[src/rtl/pc_fetch_sequencer_if.sv]
// Fetch sequencer bus: decode-side controls, shared adder, imem handshake, decode outputs.
// Latency: none, pure wiring bundle.
// Backpressure: stall and imem_ack travel here; the modports fix who drives what.
interface pc_fetch_sequencer_if;
    // decode-side control
    logic        stall;
    logic        jump;
    logic [15:0] jump_target;
    logic        branch_taken;
    logic [15:0] branch_offset;

    // shared PC-plus-immediate adder
    logic [15:0] adder_a;
    logic [15:0] adder_b;
    logic [15:0] adder_sum;

    // instruction memory handshake
    logic        imem_req;
    logic [15:0] imem_addr;
    logic        imem_ack;
    logic [15:0] imem_data;

    // to decode
    logic        instr_valid;
    logic [15:0] instr;
    logic [15:0] instr_pc;
    logic        flush;

    // the sequencer side
    modport master (
        input  stall, jump, jump_target, branch_taken, branch_offset,
        input  adder_sum, imem_ack, imem_data,
        output adder_a, adder_b, imem_req, imem_addr,
        output instr_valid, instr, instr_pc, flush
    );

    // memory / decode / adder environment side
    modport slave (
        output stall, jump, jump_target, branch_taken, branch_offset,
        output adder_sum, imem_ack, imem_data,
        input  adder_a, adder_b, imem_req, imem_addr,
        input  instr_valid, instr, instr_pc, flush
    );
endinterface

[src/rtl/pc_fetch_sequencer.sv]
// Program counter owner: sequences imem fetches, applies jump/branch redirects, drops stale fetches.
// Latency: instruction presented one cycle after imem_req && imem_ack; flush one cycle after a redirect.
// Backpressure: stall only blocks launching a request; an issued request holds req/addr until ack.
module pc_fetch_sequencer #(
    parameter logic [15:0] RESET_VECTOR = 16'h0000
) (
    input  logic                    clk,
    input  logic                    reset,
    pc_fetch_sequencer_if.master    bus
);

    typedef enum logic [1:0] {
        BOOT  = 2'd0,
        FETCH = 2'd1,
        WAIT  = 2'd2,
        DRAIN = 2'd3
    } state_t;

    state_t      state_q, state_d;
    logic [15:0] pc_q, pc_d;
    logic [15:0] stale_q, stale_d;
    logic [15:0] instr_q, instr_d;
    logic [15:0] instr_pc_q, instr_pc_d;
    logic        instr_valid_q, instr_valid_d;
    logic        flush_q, flush_d;

    logic        req;
    logic        xfer;
    logic        redirect;
    logic [15:0] target;

    // Request qualifier: reset kills an outstanding request in the same cycle so a late ack is ignored.
    always_comb begin
        req = 1'b0;
        case (state_q)
            FETCH:       req = !bus.stall;
            WAIT, DRAIN: req = 1'b1;
            default:     req = 1'b0;
        endcase
        if (reset) begin
            req = 1'b0;
        end
    end

    assign xfer     = req && bus.imem_ack;
    assign redirect = (state_q != BOOT) && (bus.jump || bus.branch_taken);
    // jump outranks branch; branch target comes from the shared adder (instr_pc + offset)
    assign target   = bus.jump ? bus.jump_target : bus.adder_sum;

    // Next-state and datapath updates for the fetch FSM.
    always_comb begin
        state_d       = state_q;
        pc_d          = pc_q;
        stale_d       = stale_q;
        instr_d       = instr_q;
        instr_pc_d    = instr_pc_q;
        instr_valid_d = 1'b0;
        flush_d       = 1'b0;

        case (state_q)
            BOOT: begin
                state_d = FETCH;
            end
            FETCH, WAIT: begin
                if (redirect) begin
                    // any word acked this cycle is stale; an unacked request must still be drained
                    pc_d    = target;
                    flush_d = 1'b1;
                    if (req && !bus.imem_ack) begin
                        state_d = DRAIN;
                        stale_d = pc_q;
                    end else begin
                        state_d = FETCH;
                    end
                end else if (xfer) begin
                    instr_valid_d = 1'b1;
                    instr_d       = bus.imem_data;
                    instr_pc_d    = pc_q;
                    pc_d          = pc_q + 16'd1;
                    state_d       = FETCH;
                end else if (req) begin
                    state_d = WAIT;
                end else begin
                    state_d = FETCH;
                end
            end
            DRAIN: begin
                // old address stays on the bus; a new redirect only retargets pc
                if (redirect) begin
                    pc_d    = target;
                    flush_d = 1'b1;
                end
                if (bus.imem_ack) begin
                    state_d = FETCH;
                end
            end
            default: begin
                state_d = BOOT;
            end
        endcase
    end

    // State and datapath registers with synchronous reset.
    always_ff @(posedge clk) begin
        if (reset) begin
            state_q       <= BOOT;
            pc_q          <= RESET_VECTOR;
            stale_q       <= RESET_VECTOR;
            instr_q       <= 16'h0000;
            instr_pc_q    <= 16'h0000;
            instr_valid_q <= 1'b0;
            flush_q       <= 1'b0;
        end else begin
            state_q       <= state_d;
            pc_q          <= pc_d;
            stale_q       <= stale_d;
            instr_q       <= instr_d;
            instr_pc_q    <= instr_pc_d;
            instr_valid_q <= instr_valid_d;
            flush_q       <= flush_d;
        end
    end

    assign bus.imem_req    = req;
    assign bus.imem_addr   = (state_q == DRAIN) ? stale_q : pc_q;
    assign bus.adder_a     = instr_pc_q;
    assign bus.adder_b     = bus.branch_offset;
    assign bus.instr_valid = instr_valid_q;
    assign bus.instr       = instr_q;
    assign bus.instr_pc    = instr_pc_q;
    assign bus.flush       = flush_q;

endmodule
[src/flat_wrapper.sv]
// flat-port wrapper written by rule: the top's interface ports become plain ports
module pc_fetch_sequencer_flat 
#(
    parameter logic [15:0] RESET_VECTOR = 16'h0000
)
  (clk, reset, bus_stall, bus_jump, bus_jump_target, bus_branch_taken, bus_branch_offset, bus_adder_sum, bus_imem_ack, bus_imem_data, bus_adder_a, bus_adder_b, bus_imem_req, bus_imem_addr, bus_instr_valid, bus_instr, bus_instr_pc, bus_flush);
  pc_fetch_sequencer_if bus_i ();
  input  logic clk;
  input  logic reset;
  input wire logic [$bits(bus_i.stall)-1:0] bus_stall;
  input wire logic [$bits(bus_i.jump)-1:0] bus_jump;
  input wire logic [$bits(bus_i.jump_target)-1:0] bus_jump_target;
  input wire logic [$bits(bus_i.branch_taken)-1:0] bus_branch_taken;
  input wire logic [$bits(bus_i.branch_offset)-1:0] bus_branch_offset;
  input wire logic [$bits(bus_i.adder_sum)-1:0] bus_adder_sum;
  input wire logic [$bits(bus_i.imem_ack)-1:0] bus_imem_ack;
  input wire logic [$bits(bus_i.imem_data)-1:0] bus_imem_data;
  output wire logic [$bits(bus_i.adder_a)-1:0] bus_adder_a;
  output wire logic [$bits(bus_i.adder_b)-1:0] bus_adder_b;
  output wire logic [$bits(bus_i.imem_req)-1:0] bus_imem_req;
  output wire logic [$bits(bus_i.imem_addr)-1:0] bus_imem_addr;
  output wire logic [$bits(bus_i.instr_valid)-1:0] bus_instr_valid;
  output wire logic [$bits(bus_i.instr)-1:0] bus_instr;
  output wire logic [$bits(bus_i.instr_pc)-1:0] bus_instr_pc;
  output wire logic [$bits(bus_i.flush)-1:0] bus_flush;
  assign bus_i.stall = bus_stall;
  assign bus_i.jump = bus_jump;
  assign bus_i.jump_target = bus_jump_target;
  assign bus_i.branch_taken = bus_branch_taken;
  assign bus_i.branch_offset = bus_branch_offset;
  assign bus_i.adder_sum = bus_adder_sum;
  assign bus_i.imem_ack = bus_imem_ack;
  assign bus_i.imem_data = bus_imem_data;
  assign bus_adder_a = bus_i.adder_a;
  assign bus_adder_b = bus_i.adder_b;
  assign bus_imem_req = bus_i.imem_req;
  assign bus_imem_addr = bus_i.imem_addr;
  assign bus_instr_valid = bus_i.instr_valid;
  assign bus_instr = bus_i.instr;
  assign bus_instr_pc = bus_i.instr_pc;
  assign bus_flush = bus_i.flush;
  pc_fetch_sequencer #(.RESET_VECTOR(RESET_VECTOR)) u_core (.clk(clk), .reset(reset), .bus(bus_i));
endmodule
[config.mk]
export PLATFORM = sky130hd
export DESIGN_NAME = pc_fetch_sequencer_flat
export DESIGN_NICKNAME = d
export VERILOG_FILES = /design/src/rtl/pc_fetch_sequencer_if.sv /design/src/rtl/pc_fetch_sequencer.sv /design/src/flat_wrapper.sv
export SDC_FILE = /design/constraint.sdc
export NUM_CORES = 1
export LEC_CHECK = 0
export BUFFER_PORTS_ARGS = -buffer_cell sky130_fd_sc_hd__buf_2
export CAP_MARGIN = 10
export CORE_MARGIN = 8
export CORE_UTILIZATION = 50
export CTS_BUF_LIST = sky130_fd_sc_hd__clkbuf_8
export DETAILED_ROUTE_END_ITERATION = 8
export PLACE_DENSITY = 0.83
export SLEW_MARGIN = 20
export SYNTH_ARGS = -nofsm -noshare
export SYNTH_HDL_FRONTEND = slang
export SYNTH_SLANG_ARGS = --single-unit
[constraint.sdc]
create_clock -name clk -period 2 [get_ports clk]
set_input_delay 0.1 -clock clk [delete_from_list [all_inputs] [get_ports clk]]
set_output_delay 0.1 -clock clk [all_outputs]
set_load 0.02 [all_outputs]
# --- After elaboration in Yosys (flattened, before gate mapping) ---
# Index checks and enable logic that the tools add are counted.
totals:
  ff_bits: 68
  inputBits: 70
  out_inout_bits: 83
  elab_cells: 50
op_classes:
  n_addsub: 1
  n_eq_ne: 6
  n_mux: 16
  n_bitwise: 3
  n_reduce_logical: 17
ops:
  columns: ["cell", "n"]
  rows:
  - ["two-way mux 16 bit", 5]
  - ["one-hot mux 16 bit (2 select lines)", 1]
  - ["adder 16 x 1 -> 16 bit, second input constant", 1]
  - ["two-way mux 2 bit", 5]
  - ["AND reduction 3 bit", 3]
  - ["one-hot mux 2 bit (3 select lines)", 1]
  - ["OR reduction 2 bit", 3]
  - ["OR reduction 3 bit", 2]
  - ["equality test 2 bit, second input constant", 2]
  - ["nonzero test 2 bit", 2]
  - ["logical AND 1 bit", 3]
  - ["two-way mux 1 bit", 3]
  - ["!= test 3 x 1 -> 1 bit, second input constant", 1]
  - ["inverter 1 bit", 3]
  - ["equality test 2 x 1 -> 1 bit, second input constant", 1]
  - ["zero test 1 bit", 2]
  - ["zero test 2 bit", 1]
  - ["!= test 2 x 1 -> 1 bit, second input constant", 1]
  - ["!= test 2 bit, second input constant", 1]
  - ["one-hot mux 1 bit (2 select lines)", 1]
  - ["logical OR 1 bit", 1]

# --- Depth between registers and ports, before layout ---
logic_depth:
  word_depth: 8
  ltp_mapped: 9

# --- Worst setup path before layout ---
# OpenSTA, ideal clock, no wires.
synth_path:
  path_kind: "register to register"
  startpoint: "reg u_core.state_q[0]"
  endpoint: "reg u_core.pc_q[0]"
  setup_ps: 74
  arrival_ps: 1702
  required_ps: 1926
  setup_slack_ps: 223
  stages_incl_launch_ff: 7
  n_path_buf: 0
  synth_period_minus_slack_ps: 1777
  cell_sequence: "dfxtp_1 -> inv_1 -> ha_1 -> or2_1 -> a31o_1 -> or3_1 -> a31oi_1"
synth_between:
  elab_chain_len: 7
  word_cells_on_any_way: 16
  cone_classes: "eq/ne: 5; mux: 4; reduce/logical: 7"
synth_rtl:
  columns: ["element", "line_no", "text"]
  rows:
  - ["from (decl)", "pc_fetch_sequencer.sv:19", "state_t state_q, state_d;"]
  - ["from (signal assigned)", "pc_fetch_sequencer.sv:114", "state_q <= state_d;"]
  - ["equality test 2 bit", "pc_fetch_sequencer.sv:35, pc_fetch_sequencer.sv:60", null]
  - ["OR reduction 2 bit", "pc_fetch_sequencer.sv:35", "case (state_q)"]
  - ["one-hot mux 1 bit (2 select lines)", "pc_fetch_sequencer.sv:35", null]
  - ["two-way mux 1 bit", "pc_fetch_sequencer.sv:40", "if (reset) begin"]
  - ["logical AND 1 bit", "pc_fetch_sequencer.sv:45", "assign xfer = req && bus.imem_ack;"]
  - ["!= test 3 x 1 -> 1 bit (no source line)", null, null]
  - ["AND reduction 3 bit (no source line)", null, null]
  - ["to (signal assigned)", "pc_fetch_sequencer.sv:115", "pc_q <= pc_d;"]
  - ["to (decl)", "pc_fetch_sequencer.sv:20", "logic [15:0] pc_q, pc_d;"]
# Parallel ways exist; a longest one is shown, timed or not.
# A chain may end at the register's enable or synchronous reset.

# --- Worst setup path in the final report ---
layout_path:
  startpoint: "reg u_core.state_q[1]"
  endpoint: "out bus_imem_addr[10]"
layout_between:
  elab_chain_len: 2
layout_rtl:
  columns: ["element", "line_no", "text"]
  rows:
  - ["equality test 2 bit", "pc_fetch_sequencer.sv:125", "assign bus.imem_addr = (state_q == DRAIN) ? stale_q : pc_q;"]
  - ["two-way mux 16 bit", "pc_fetch_sequencer.sv:125", null]
  - ["to (decl)", "flat_wrapper.sv:21", "output wire logic [$bits(bus_i.imem_addr)-1:0] bus_imem_addr;"]
# Every way passes these cells.

==> results.sh <==
export IMPL_outcome="completed"
export IMPL_drtPass1Iterations=6
export IMPL_ys_top_cells_by_count="nand2_1, dfxtp_1, a21oi_1, buf_4"
export IMPL_synthesis_area_um2=3610
export IMPL_cts_root_buffer="clkbuf_8"
export IMPL_start_util=0.506
export IMPL_cts_sinks=68
export IMPL_fin_crit_sh=0.970
export IMPL_drive_above_1_share=0.369
export IMPL_skew_ns=0.00519
export IMPL_via_count=3689
export IMPL_core_um2=7140
export IMPL_min_delay_start="bus_imem_data[2]"
export IMPL_worst_path_max_fanout=17
export IMPL_placementRows=31
export IMPL_path_cells="ha_2, buf_4, mux2_2, buf_2"
export IMPL_netlist_top_cells_area="dfxtp_1, nand2_1, a21oi_1, buf_4, mux2_2"
export IMPL_cts_htree_levels=3
export IMPL_cts_clk_slew_worst_paths_ns=0.08
export IMPL_syn_inst=448
export IMPL_cp_data_required_time_ns=1.90
export IMPL_via_per_inst=5.55
export IMPL_grt_max_degree=69
export IMPL_first_global_vias=3420
export IMPL_yosysTopAreaCell="dfxtp_1"
export IMPL_crit_type="reg -> out"
export IMPL_stdcell_count=665
export IMPL_pin_count=153
export IMPL_fin_util=0.645
export IMPL_p_total_mw=3.09
export IMPL_min_period_ns=1.94
export IMPL_drc_errors=0
export IMPL_relSlewSlack=0.524
export IMPL_syn_area_per_cell_um2=8.06
export IMPL_avgRoutedWirePerCell_um=16.8
export IMPL_postRouteAntennaNets=0
export IMPL_cp_startpoint="u_core.state_q[1]"
export IMPL_die_h_um=101
export IMPL_clock_fmax_mhz=516
export IMPL_ys_ff_latch=68
export IMPL_seq_area_frac_synth=0.377
export IMPL_antenna_found_initial=0
export IMPL_post_synth_top_count_cell="nand2_1"
export IMPL_fin_ws_ns=0.0608
export IMPL_yosysUniqueCellTypes=58
export IMPL_wirelength_um=11200
export IMPL_start_kind="flop"
export IMPL_grt_pass1_wl_um=16600
export IMPL_ys_warn_count=0
export IMPL_worst_slew_pin_transition_ns=0.714
export IMPL_synth_edff_count=0
export IMPL_cts_made_buffers=9
export IMPL_yosys_most_used_dff="dfxtp_1"
export IMPL_hold_violations=0
export IMPL_drt_iter0_drc=409
export IMPL_r2r_start="u_core.state_q[0]"
export IMPL_antenna_cells=0
export IMPL_globalplace_congestion=0.898
export IMPL_place_hpwl_um=7570
export IMPL_synth_nets=524
export IMPL_leakage_nw=1.98
export IMPL_hold_path_class="in -> reg"
export IMPL_post_place_cells=628
export IMPL_synth_top_area_frac=0.377
export IMPL_dp_slack_ns=-0.0279
export IMPL_ir_worst_vdd_mv=0.311
export IMPL_grt_usage=0.206
export IMPL_cts_tree="yes"
export IMPL_slew_viol_final=0
export IMPL_nets=637
export IMPL_worst_path_largest_cell_delay_ns=0.39
export IMPL_async_reset_ff_frac=0
export IMPL_port_buffers=120
export IMPL_dieArea_um2=10200
export IMPL_fillerInstances=572
export IMPL_end_kind="output port"
export IMPL_insertion_delay_ns=0.35
export IMPL_power_density_nw_per_um2=672
export IMPL_die_width_um=101
export IMPL_overflow=0
export IMPL_drv_cap=0
export IMPL_area_growth_pct=27.6
export IMPL_critPathSlowestCell="mux2_2"
export IMPL_arrival_ns=1.84
export IMPL_clock_tree_buffer_depth=2
export IMPL_final_setup_viol_count=0
==> cells by family after synthesis <==
family / Yosys count / share of synthesized area
compound gates: 114 / 0.196
mux: 23 / 0.0697
flops: 68 / 0.377
simple gates: 167 / 0.220
fa+ha+maj: 6 / 0.0208
buf+inv: 70 / 0.116
==> critical path, delay by kind of cell, from the launching register on <==
kind | cells | cell delay, ns
mux | 1 | 0.39
fa+ha+maj | 1 | 0.28
flops | 1 | 0.36
buf+inv | 2 | 0.45
==> path summary, 6_finish.rpt <==
| check | end | slack (ns) | cells after the start |
|---|---|---|---|
| max | bus_imem_addr[10] | 0.06 | 4 |
| min reg2reg | u_core.stale_q[15] | 0.45 | 2 |
| max reg2reg | u_core.pc_q[15] | 0.12 | 8 |
| min | u_core.bus.instr[2] | 0.005 | 3 |
==> cell usage in the layout (no fill, tap or decap), types with 3 or more instances in the layout <==
cell type	n
nand2_1	109
o21ai_0	6
ha_1	3
nand3_1	5
dfxtp_1	66
nand2b_1	3
o21ai_1	9
clkbuf_8	9
a21oi_1	64
o22ai_1	7
mux2_2	17
nor3_1	10
buf_4	27
dlygate4sd3_1	14
inv_1	8
a211oi_1	5
ha_2	3
nand4_1	4
nor2_1	12
buf_2	120
mux2i_1	6
==> power breakdown <==
group          total (mW)  internal (mW)  switching [mW]
clock                1.24          0.697           0.541
sequential           1.40           1.38          0.0247
combinational       0.451          0.199           0.252
total                3.09           2.27           0.817
==> timing repair <==
action                                  4_1_cts  5_1_grt
endpoints found under the setup margin       26       32
hold buffers                                 14        0
endpoints found under the hold margin        14        0
pin swaps                                     1        4
gates resized for setup                       4       12
setup buffers                                 4        3
==> registers in the layout (all words and copies together), names as in the netlist <==
name,cells
u_core.bus.flush,1
u_core.bus.adder_a,16
u_core.bus.instr,16
u_core.bus.instr_valid,1
u_core.state_q,2
u_core.stale_q,16
u_core.pc_q,16
==> layout make-up <==
type	instances	area, µm²	area share
clock inverters	7	92.6	0.0201
clock buffers	9	124	0.0269
inverters	9	36.3	0.00788
flip-flops and latches	68	1360	0.296
well taps	99	124	0.0269
repair buffers	163	975	0.212
multi-input cells	310	1890	0.410
==> per-stage QoR <==
| step | TNS (ns) | hold slack, ns | area (µm²) |
|---|---|---|---|
| after floorplan | 0 | 0.177 | 3610 |
| after global placement | 0 | 0.200 | 4130 |
| after detailed placement | -0.0350 | 0.200 | 4130 |
| after CTS | 0 | 0.00569 | 4520 |
| after global routing | -0.0225 | 0.00262 | 4600 |
| final | 0 | 0.00549 | 4600 |
==> layer usage <==
| layer | GRT usage | share of wire | wire length [µm] |
|---|---|---|---|
| met1 | 0.227 | 0.39 | 4350 |
| met2 | 0.353 | 0.49 | 5480 |
| met3 | 0.0601 | 0.092 | 1030 |
| met4 | 0.0974 | 0.027 | 298 |
| met5 | 0 | 0 | 0 |
Power figures use the tool's default switching activity.
